$ cat src/rtl/dm_port_arbiter.sv
// rtl/dm_port_arbiter.sv - data-memory port arbiter between CPU MEM stage and serial debug unit
// CPU owns the port by default; the SDU is granted when the CPU is idle/halted or has refused it MAX_WAIT times.
module dm_port_arbiter #(
   parameter int MAX_WAIT = 4,
   parameter int CNT_W    = 16
) (
   input  logic             clk_cpu,
   input  logic             rst,
   input  logic             cpu_re,
   input  logic             cpu_we,
   input  logic [31:0]      cpu_addr,
   input  logic [31:0]      cpu_wdata,
   output logic [31:0]      cpu_rdata,
   output logic             cpu_stall,
   input  logic             cpu_halted,
   input  logic             dbg_req,
   input  logic             dbg_we,
   input  logic [31:0]      dbg_addr,
   input  logic [31:0]      dbg_wdata,
   output logic             dbg_ack,
   output logic [31:0]      dbg_rdata,
   output logic [31:0]      dm_addr,
   output logic [31:0]      dm_wdata,
   output logic             dm_we,
   input  logic [31:0]      dm_rdata,
   output logic [CNT_W-1:0] stall_cnt
);

   localparam int WAIT_W = (MAX_WAIT < 1) ? 1 : $clog2(MAX_WAIT + 1);

   typedef enum logic {IDLE, ACK} state_t;

   state_t            state;
   logic [WAIT_W-1:0] wait_cnt;
   logic              cpu_acc;
   logic              starve;
   logic              grant;

   assign cpu_acc = cpu_re | cpu_we;
   assign starve  = (32'(wait_cnt) >= 32'(MAX_WAIT));
   assign grant   = (state == IDLE) & dbg_req & (cpu_halted | ~cpu_acc | starve);

   // A granted SDU access takes the whole port; any CPU store in that cycle is dropped.
   assign dm_addr   = grant ? dbg_addr  : cpu_addr;
   assign dm_wdata  = grant ? dbg_wdata : cpu_wdata;
   assign dm_we     = ~rst & (grant ? dbg_we : cpu_we);
   assign cpu_stall = ~rst & grant & cpu_acc & ~cpu_halted;
   assign cpu_rdata = dm_rdata;

   always_ff @(posedge clk_cpu) begin
      if (rst) begin
         state     <= IDLE;
         wait_cnt  <= '0;
         dbg_ack   <= 1'b0;
         dbg_rdata <= '0;
         stall_cnt <= '0;
      end else begin
         if (cpu_stall && (stall_cnt != '1))
            stall_cnt <= stall_cnt + 1'b1;
         case (state)
            IDLE: begin
               if (grant) begin
                  if (!dbg_we)
                     dbg_rdata <= dm_rdata;
                  dbg_ack  <= 1'b1;
                  wait_cnt <= '0;
                  state    <= ACK;
               end else if (dbg_req) begin
                  if (wait_cnt != '1)
                     wait_cnt <= wait_cnt + 1'b1;
               end else begin
                  wait_cnt <= '0;
               end
            end
            ACK: begin
               // Ack is held until the SDU drops its request; the CPU keeps the port meanwhile.
               if (!dbg_req) begin
                  dbg_ack <= 1'b0;
                  state   <= IDLE;
               end
            end
            default: state <= IDLE;
         endcase
      end
   end

endmodule

$ cat config.mk
export PLATFORM = sky130hd
export DESIGN_NAME = dm_port_arbiter
export DESIGN_NICKNAME = d
export VERILOG_FILES = /design/src/rtl/dm_port_arbiter.sv
export SDC_FILE = /design/constraint.sdc
export NUM_CORES = 1
export LEC_CHECK = 0
export CAP_MARGIN = 25
export CELL_PAD_IN_SITES_DETAIL_PLACEMENT = 1
export CELL_PAD_IN_SITES_GLOBAL_PLACEMENT = 2
export CORE_AREA = 2 2 153 140
export DETAILED_ROUTE_END_ITERATION = 16
export DIE_AREA = 0 0 155 142
export GPL_ROUTABILITY_DRIVEN = 0
export PLACE_DENSITY_LB_ADDON = 0.1
export SLEW_MARGIN = 15
export SYNTH_ARGS = -nofsm -noshare
export SYNTH_HDL_FRONTEND = slang
export SYNTH_SLANG_ARGS = --single-unit
$ cat constraint.sdc
create_clock -name clk_cpu -period 5.1 [get_ports clk_cpu]
set_input_delay 0.51 -clock clk_cpu [delete_from_list [all_inputs] [get_ports clk_cpu]]
set_output_delay 0.51 -clock clk_cpu [all_outputs]
set_load 0.005 [all_outputs]
==> impl_metrics.ini, run 1 <==
[status]
status = completed

[sta]
slew_viol_final = 0
max-slew-margin-rel_pct = 37.5
worstMarginPinSlew_ns = 0.930
rsz0062_at_grt = false
finalCritPeriodShare_pct = 71.7
hold_viol = 0
maxClockFrequency_mhz = 274
skew_ns = 0.00990
finalSetupTns_ns = 0
layout_min_cycle_time_ns = 3.66
fin_ws_ns = 1.44
setup_viol_count_final = 0

[pwr]
power_density_nw_per_um2 = 184
peakVddDrop_mv = 0.140
power.leakage_nw = 2.28
total_power_mw = 1.20

[critical_path]
required_ns = 4.59
endpoint_kind = output port
reg2regPathDepth = 4
arrival_ns = 3.15
criticalPathCategory = in2out
rr_endpoint = stall_cnt[13]$_SDFFE_PP0P_
r2r_slack_ns = 2.78
cp_max_fo = 30
worst_setup_path_start_kind = input pin
regToRegStartpoint = wait_cnt[2]$_SDFFE_PP0P_

[min_path]
min_from = dbg_rdata[26]$_SDFFE_PP0P_
hold-path-cell-count = 2
hp-class = reg2reg
hold_path_end = dbg_rdata[26]$_SDFFE_PP0P_

[layout]
final_area_um2 = 6520
final_nets = 808
nFillCells = 2352
stdcell_count = 899
layout-drive-gt1-share_pct = 13.1
antenna-diode-count = 0
areaGrowthSynthToFinish_pct = 103

[clock_tree]
postCtsResizedCells = 0
cts_made_buffers = 5
path_clk_slew_ns = 0.07
clock-sinks = 53
clockBufferDepth = 2
cts-root-buf = clkbuf_16
clk_latency_ns = 0.30
hold_buffers = 0
cts_setup_buffers = 0
cts_max_level = 2
cts_tree = yes

[synthesis]
synth_top_area_cell = dfxtp_1
synth_flop_cell = dfxtp_1
ys_async_sr_fraction_pct = 0
synth_fp_nets = 539
syn_inst = 369
ys_seq_elements = 53
synth_edf_count = 0
synth_cell_types = 39
syn-cell-area_um2 = 3210
ys_warn_count = 0
synth_top_area_share_pct = 33.0
synth_area_leaders = dfxtp_1, mux2_2, nand2_1
avgSynthCellArea_um2 = 8.71
ys_seq_area_share_pct = 33.0

[route]
drt_iter0_drc = 113
wl_per_cell_um = 22.4
avgViaCountPerCell = 4.24
ant_nets = 0
wl_um = 20200
drc = 0
dr.pass1.iters = 4
vias = 3813

[floorplan]
dieArea_um2 = 22000
core_um2 = 20500
start_util_pct = 15.7
die_x_um = 155
pin_count = 314
die_h_um = 142
rows = 50

[global_route]
grt_pass1_wl_um = 28200
track_usage_pct = 17.5
grt_max_degree = 47
antenna_found_initial = 2
grt_pass1_vias = 3999
grt_overflow = 0

[place]
dpl.hpwl_um = 16800
portBuffers = 313
place_ws_ns = 1.43
place_area_um2 = 6380
dp_cells = 891

[flow_run]
maxCapViolCount = 0
==> stage by stage <==
step                      hold WS (ns)  utilization, %
after floorplan                  0.450               -
after CTS                        0.459            31.9
after global placement           0.442            31.1
final                            0.457            31.9
after global routing             0.478            31.9
after detailed placement         0.448            31.2
==> worst max-delay path, cell delays in order <==
cell and delay [ns]:
clkdlybuf4s50_1 0.40, o21bai_1 0.31, o21ai_4 0.43, buf_4 0.48, mux2_2 0.40, clkdlybuf4s50_1 0.60
==> worst max path at each step <==
stage               slack [ns]       start     endpoint  cells past startpoint
global placement          1.45  cpu_halted  dm_addr[11]                      6
finish                    1.44  cpu_halted  dm_addr[11]                      6
CTS                       1.41      cpu_we  dm_addr[11]                      6
detailed placement        1.43      cpu_we  dm_addr[11]                      6
floorplan                 2.81  cpu_halted  dm_addr[14]                      5
global route              1.29      cpu_we  dm_addr[11]                      6
==> cell usage in the layout (no fill, tap or decap), drive strengths merged <==
| master | instances |
|---|---|
| a21oi | 38 |
| a22oi | 1 |
| a31oi | 1 |
| a32oi | 1 |
| and2 | 1 |
| and4 | 1 |
| buf | 6 |
| clkbuf | 6 |
| clkdlybuf4s50 | 312 |
| clkinv | 1 |
| dfxtp | 53 |
| ha | 3 |
| inv | 6 |
| mux2 | 65 |
| mux2i | 6 |
| nand2 | 77 |
| nand3 | 6 |
| nand3b | 2 |
| nand4 | 5 |
| nand4b | 1 |
| nor2 | 7 |
| nor2b | 2 |
| nor3 | 2 |
| nor4 | 4 |
| nor4b | 4 |
| o211a | 1 |
| o211ai | 1 |
| o21ai | 4 |
| o21bai | 1 |
| o311a | 1 |
| o311ai | 5 |
| o31ai | 4 |
| o41ai | 4 |
| or2 | 2 |
| or3 | 3 |
| or4 | 2 |
==> synthesized netlist by cell type (2+ instances only) <==
master and n:
nor2_1 7, or4_1 2, o41ai_1 4, o31ai_1 4, mux2_2 65, nor4_1 3, mux2i_1 6, nor2b_1 2
or2_2 2, o311ai_0 5, clkbuf_1 13, dfxtp_1 53, nor4b_1 2, nand3_1 6, nand2_1 77, buf_2 7
or3_1 3, ha_1 3, nand3b_1 2, buf_6 2, nand4_1 5, clkbuf_2 2, nor4b_2 2, inv_1 5
o21ai_0 4, nor3_1 2, a21oi_1 38, buf_4 32
==> cells by family (layout without fill, tap and decap cells) <==
family | Yosys count | count (layout) | share of synthesized area [%]
AOI/OAI and AO/OA | 62 | 62 | 11.7
muxes | 71 | 71 | 24.6
buffers and inverters | 61 | 331 | 11.7
adders and majority gates | 3 | 3 | 1.17
and+or+nand+nor | 119 | 119 | 17.8
DFF | 53 | 53 | 33.0
==> layer usage <==
layer,vias up,routed length [µm],global-route usage (%)
met1,1761,7780,19.3
met2,207,9700,30.5
li1,1814,-,-
met5,-,27,0
met4,4,827,7.41
met3,27,1810,6.12
==> cell type report <==
class	instances	area [µm²]	area share [%]
clock buffer	6	129	1.98
multi-input combinational	255	1790	27.4
sequential	53	1060	16.3
clock inverter	2	13.8	0.211
tap	260	325	4.99
inverter	5	18.8	0.288
timing repair buffer	318	3190	48.8
==> power by group <==
group / leakage, nW / internal (mW) / switching [mW]
Combinational: 1.78 / 0.278 / 0.145
Sequential: 0.430 / 0.425 / 0.00607
Clock: 0.0712 / 0.184 / 0.165
Total: 2.28 / 0.886 / 0.316
==> flip-flops by register name, summed over array words and instances, names as in the netlist <==
| signal | cells |
|---|---|
| dbg_rdata | 32 |
| stall_cnt | 16 |
| wait_cnt | 3 |
| dbg_ack | 1 |
| state | 1 |
Note: power is estimated with default switching activity, not from simulation.
==> run 2, diff against run 1 <==
Settings changed: CORE_AREA 2 2 153 140 to 2 2 169 155, DIE_AREA 0 0 155 142 to 0 0 171 157.
Clock period 5.1 ns to 3.3 ns, I/O delays scaled along.
==> impl_metrics.ini, run 2 (synthesized netlist as in run 1, its figures left out) <==
[status]
status = completed

[pwr]
power.leakage_nw = 2.31
power_density_nw_per_um2 = 285
peakVddDrop_mv = 0.206
total_power_mw = 1.91

[critical_path]
arrival_ns = 2.48
criticalPathCategory = in2out
endpoint_kind = output port
worst_setup_path_start_kind = input pin
cp_max_fo = 39
required_ns = 2.97

[place]
dpl.hpwl_um = 17300
portBuffers = 313
place_area_um2 = 6520

[clock_tree]
cts_tree = yes
clk_latency_ns = 0.30
clockBufferDepth = 2
clock-sinks = 53
hold_buffers = 0
cts_setup_buffers = 0
cts_max_level = 2
postCtsResizedCells = 0
cts_made_buffers = 5
path_clk_slew_ns = 0.07
cts-root-buf = clkbuf_16

[global_route]
met2_usage_pct = 26.8
busiest_layer = met2
grt_max_degree = 46
gr-usage-met3_pct = 6.91
grt_pass1_wl_um = 28100
track_usage_pct = 14.5
use_met1_pct = 14.2
grt_pass1_vias = 4044
grt_overflow = 0
antenna_found_initial = 11

[sta]
rsz0062_at_grt = false
maxClockFrequency_mhz = 355
hold_viol = 0
slew_viol_final = 0
layout_min_cycle_time_ns = 2.81
skew_ns = 0.00896
max-slew-margin-rel_pct = 52.7
finalSetupTns_ns = 0
setup_viol_count_final = 0
worstMarginPinSlew_ns = 0.705
finalCritPeriodShare_pct = 85.3

[route]
ant_nets = 0
avgViaCountPerCell = 3.89
drc = 0
wl_per_cell_um = 21.1
drt_iter0_drc = 116
wl_um = 20800
dr.pass1.iters = 4
vias = 3835

[layout]
layout-drive-gt1-share_pct = 13.7
nFillCells = 2875
top_regs = dbg_rdata x32, stall_cnt x16, wait_cnt x3
fin_util_pct = 26.9
final_cell_mix = clkdlybuf4s50_1, nand2_1, mux2_2, dfxtp_1, a21oi_1
final_nets = 811
final_common_cell = clkdlybuf4s50_1
top_register = dbg_rdata
areaGrowthSynthToFinish_pct = 108
largest_reg_flops = 32
final_area_um2 = 6690

[floorplan]
core_um2 = 24900
dieArea_um2 = 26800
start_util_pct = 12.9
pin_count = 314
die_h_um = 157
die_x_um = 171
rows = 55

[min_path]
hp-class = reg2reg

[flow_run]
maxCapViolCount = 0
run 2: cell count changes in the layout (fill, tap and decap cells not counted):
| cell | change |
|---|---|
| clkinv_2 | -1 |
| diode_2 | +3 |
| buf_12 | +3 |
| buf_16 | -1 |
| clkbuf_1 | -1 |
| clkbuf_8 | +2 |
| buf_4 | +1 |
run 2: through the flow:
stage	hold slack (ns)	setup WS (ns)	std cells
global placement	0.443	0.509	976
floorplan	0.450	1.37	369
CTS	0.460	0.465	984
finish	0.457	0.485	987
global route	0.480	0.350	984
detailed placement	0.450	0.478	976
run 2: metal layers:
layer / vias up / share of wire (%)
met5: - / 0.53
met3: 38 / 11
li1: 1820 / -
met1: 1758 / 34
met2: 201 / 51
met4: 18 / 3.2
run 2: layout make-up:
class                   instances  area, µm²  area share [%]
repair buffers                321       3230            48.2
multi-input cells             255       1790            26.7
flip-flops and latches         53       1060            15.9
well taps                     342        428            6.39
clock buffers                   7        153            2.28
inverters                       5       18.8           0.280
clock inverters                 1       8.76           0.131
diodes                          3       7.51           0.112
run 2: worst max-delay path, stage by stage:
cell and delay, ns:
clkdlybuf4s50_1 0.58, nor2b_1 0.35, o21ai_4 0.17, buf_12 0.22, mux2_2 0.24, clkdlybuf4s50_1 0.56
run 2: path summary, 6_finish.rpt:
kind / start / to / slack, ns / depth (start not counted)
worst min-delay path: dbg_rdata[18]$_SDFFE_PP0P_ / dbg_rdata[18]$_SDFFE_PP0P_ / 0.46 / 2
worst max register to register: stall_cnt[0]$_SDFFE_PP0P_ / stall_cnt[3]$_SDFFE_PP0P_ / 1.12 / 6
worst min register to register: dbg_rdata[18]$_SDFFE_PP0P_ / dbg_rdata[18]$_SDFFE_PP0P_ / 0.46 / 2
worst max-delay path: dbg_req / dm_addr[18] / 0.49 / 6
run 2: where the power goes:
group          switching, mW  total [mW]  internal (mW)
Sequential           0.00919       0.665          0.656
Combinational          0.221       0.656          0.434
Clock                  0.262       0.589          0.327
==> run 3, diff against run 2 <==
Settings changed: CORE_AREA 2 2 169 155 to 2 2 163 149, DIE_AREA 0 0 171 157 to 0 0 165 151, GPL_TIMING_DRIVEN set to 0.
Clock period 3.3 ns to 2.8 ns, I/O delays scaled along.
==> impl_metrics.ini, run 3 (synthesized netlist as in run 1, its figures left out) <==
[status]
status = completed

[critical_path]
crit_path_top_delay_cell = clkdlybuf4s50_1
endpoint_kind = output port
arrival_ns = 2.40
worst_setup_path_start_kind = input pin
cp_max_fo = 10
criticalPathCategory = in2out
crit_family = buffers and inverters
r2r_slack_ns = 0.55
crit_buf_inv = 3
cpMostUsedCell = clkdlybuf4s50_1
required_ns = 2.52
crit_chain = clkdlybuf4s50_1 -> o21bai_2 -> o21ai_2 -> buf_2 -> mux2_2 -> clkdlybuf4s50_1
max_stage_delay_ns = 0.50

[floorplan]
die_x_um = 165
dieArea_um2 = 24900
core_um2 = 23100
die_h_um = 151
pin_count = 314
start_util_pct = 13.9
rows = 53

[global_route]
grt_overflow = 0
antenna_found_initial = 1
grt_pass1_wl_um = 26100
track_usage_pct = 14.2
grt_max_degree = 16
grt_pass1_vias = 4032

[min_path]
hp-class = in2reg

[route]
wl_per_cell_um = 19.2
dr.pass1.iters = 4
vias = 3958
drt_iter0_drc = 82
ant_nets = 0
wl_um = 19100
drc = 0
avgViaCountPerCell = 3.99

[place]
dpl.hpwl_um = 16200
portBuffers = 312
dp_cells = 983
place_area_um2 = 6720
place_ws_ns = -0.632

[clock_tree]
cts_max_level = 2
clock-sinks = 53
cts_made_buffers = 5
cts-root-buf = clkbuf_16
cts_tree = yes
clockBufferDepth = 2
path_clk_slew_ns = 0.07
clk_latency_ns = 0.30

[layout]
largest_reg_flops = 32
antenna-diode-count = 0
stdcell_count = 993
final_cell_mix = clkdlybuf4s50_1, nand2_1, mux2_2, dfxtp_1, a21oi_1
final_area_um2 = 6920
areaGrowthSynthToFinish_pct = 115
nFillCells = 2736
top_register = dbg_rdata
final_nets = 861
top_regs = dbg_rdata x32, stall_cnt x16, wait_cnt x3
layout-drive-gt1-share_pct = 18.2
final_common_cell = clkdlybuf4s50_1

[pwr]
peakVddDrop_mv = 0.221
power.leakage_nw = 2.54
total_power_mw = 2.21
power_density_nw_per_um2 = 319

[sta]
fin_ws_ns = 0.119
slew_viol_final = 0
maxClockFrequency_mhz = 373
worstMarginPinSlew_ns = 0.642
finalCritPeriodShare_pct = 95.7
layout_min_cycle_time_ns = 2.68
max-slew-margin-rel_pct = 56.9
skew_ns = 0.0109
hold_viol = 0
rsz0062_at_grt = true
setup_viol_count_final = 0

[flow_run]
maxCapViolCount = 0
run 3: repair_timing:
| action | CTS | global route |
|---|---|---|
| hold buffers | 0 | 0 |
| gates resized for setup | 16 | 11 |
| endpoints found under the setup margin | 65 | 33 |
| setup buffers | 0 | 3 |
run 3: layout make-up:
cell class                 instances  area (µm²)  share of cell area (%)
multi-input combinational        255        1790                    25.8
buffer                            56         389                    5.62
tap                              302         378                    5.46
clock inverter                     1        8.76                   0.127
sequential                        53        1060                    15.3
clock buffer                       6         129                    1.86
timing repair buffer             315        3150                    45.5
inverter                           5        18.8                   0.271
run 3: per-layer routing:
layer  track usage [%]  vias to the layer above  routed length [µm]
met2              26.6                      193                9690
met3              5.75                       11                2150
met1              14.6                     1834                6900
met5                 0                        -                  16
li1                  -                     1918                   -
met4              3.65                        2                 353
run 3: worst paths after layout:
kind                              start  depth (start not counted)                    endpoint
min                                 rst                          2  dbg_rdata[16]$_SDFFE_PP0P_
max reg2reg   stall_cnt[0]$_SDFFE_PP0P_                          6   stall_cnt[1]$_SDFFE_PP0P_
max                              cpu_we                          6                  dm_addr[4]
min reg2reg  dbg_rdata[10]$_SDFFE_PP0P_                          2  dbg_rdata[10]$_SDFFE_PP0P_
run 3: through the flow:
stage          TNS, ns  utilization [%]  hold slack [ns]
3_5_place_dp    -27.69             29.0            0.449
6_report             0             29.9            0.198
2_1_floorplan        0                -            0.411
4_1_cts              0             29.7            0.192
3_3_place_gp    -25.64             29.0            0.443
5_1_grt        -0.0183             29.9            0.210
run 3: report_power, final:
group | switching, mW | internal [mW] | leakage (nW)
sequential | 0.0115 | 0.773 | 0.430
clock | 0.298 | 0.330 | 0.0669
combinational | 0.260 | 0.537 | 2.04
total | 0.570 | 1.64 | 2.54
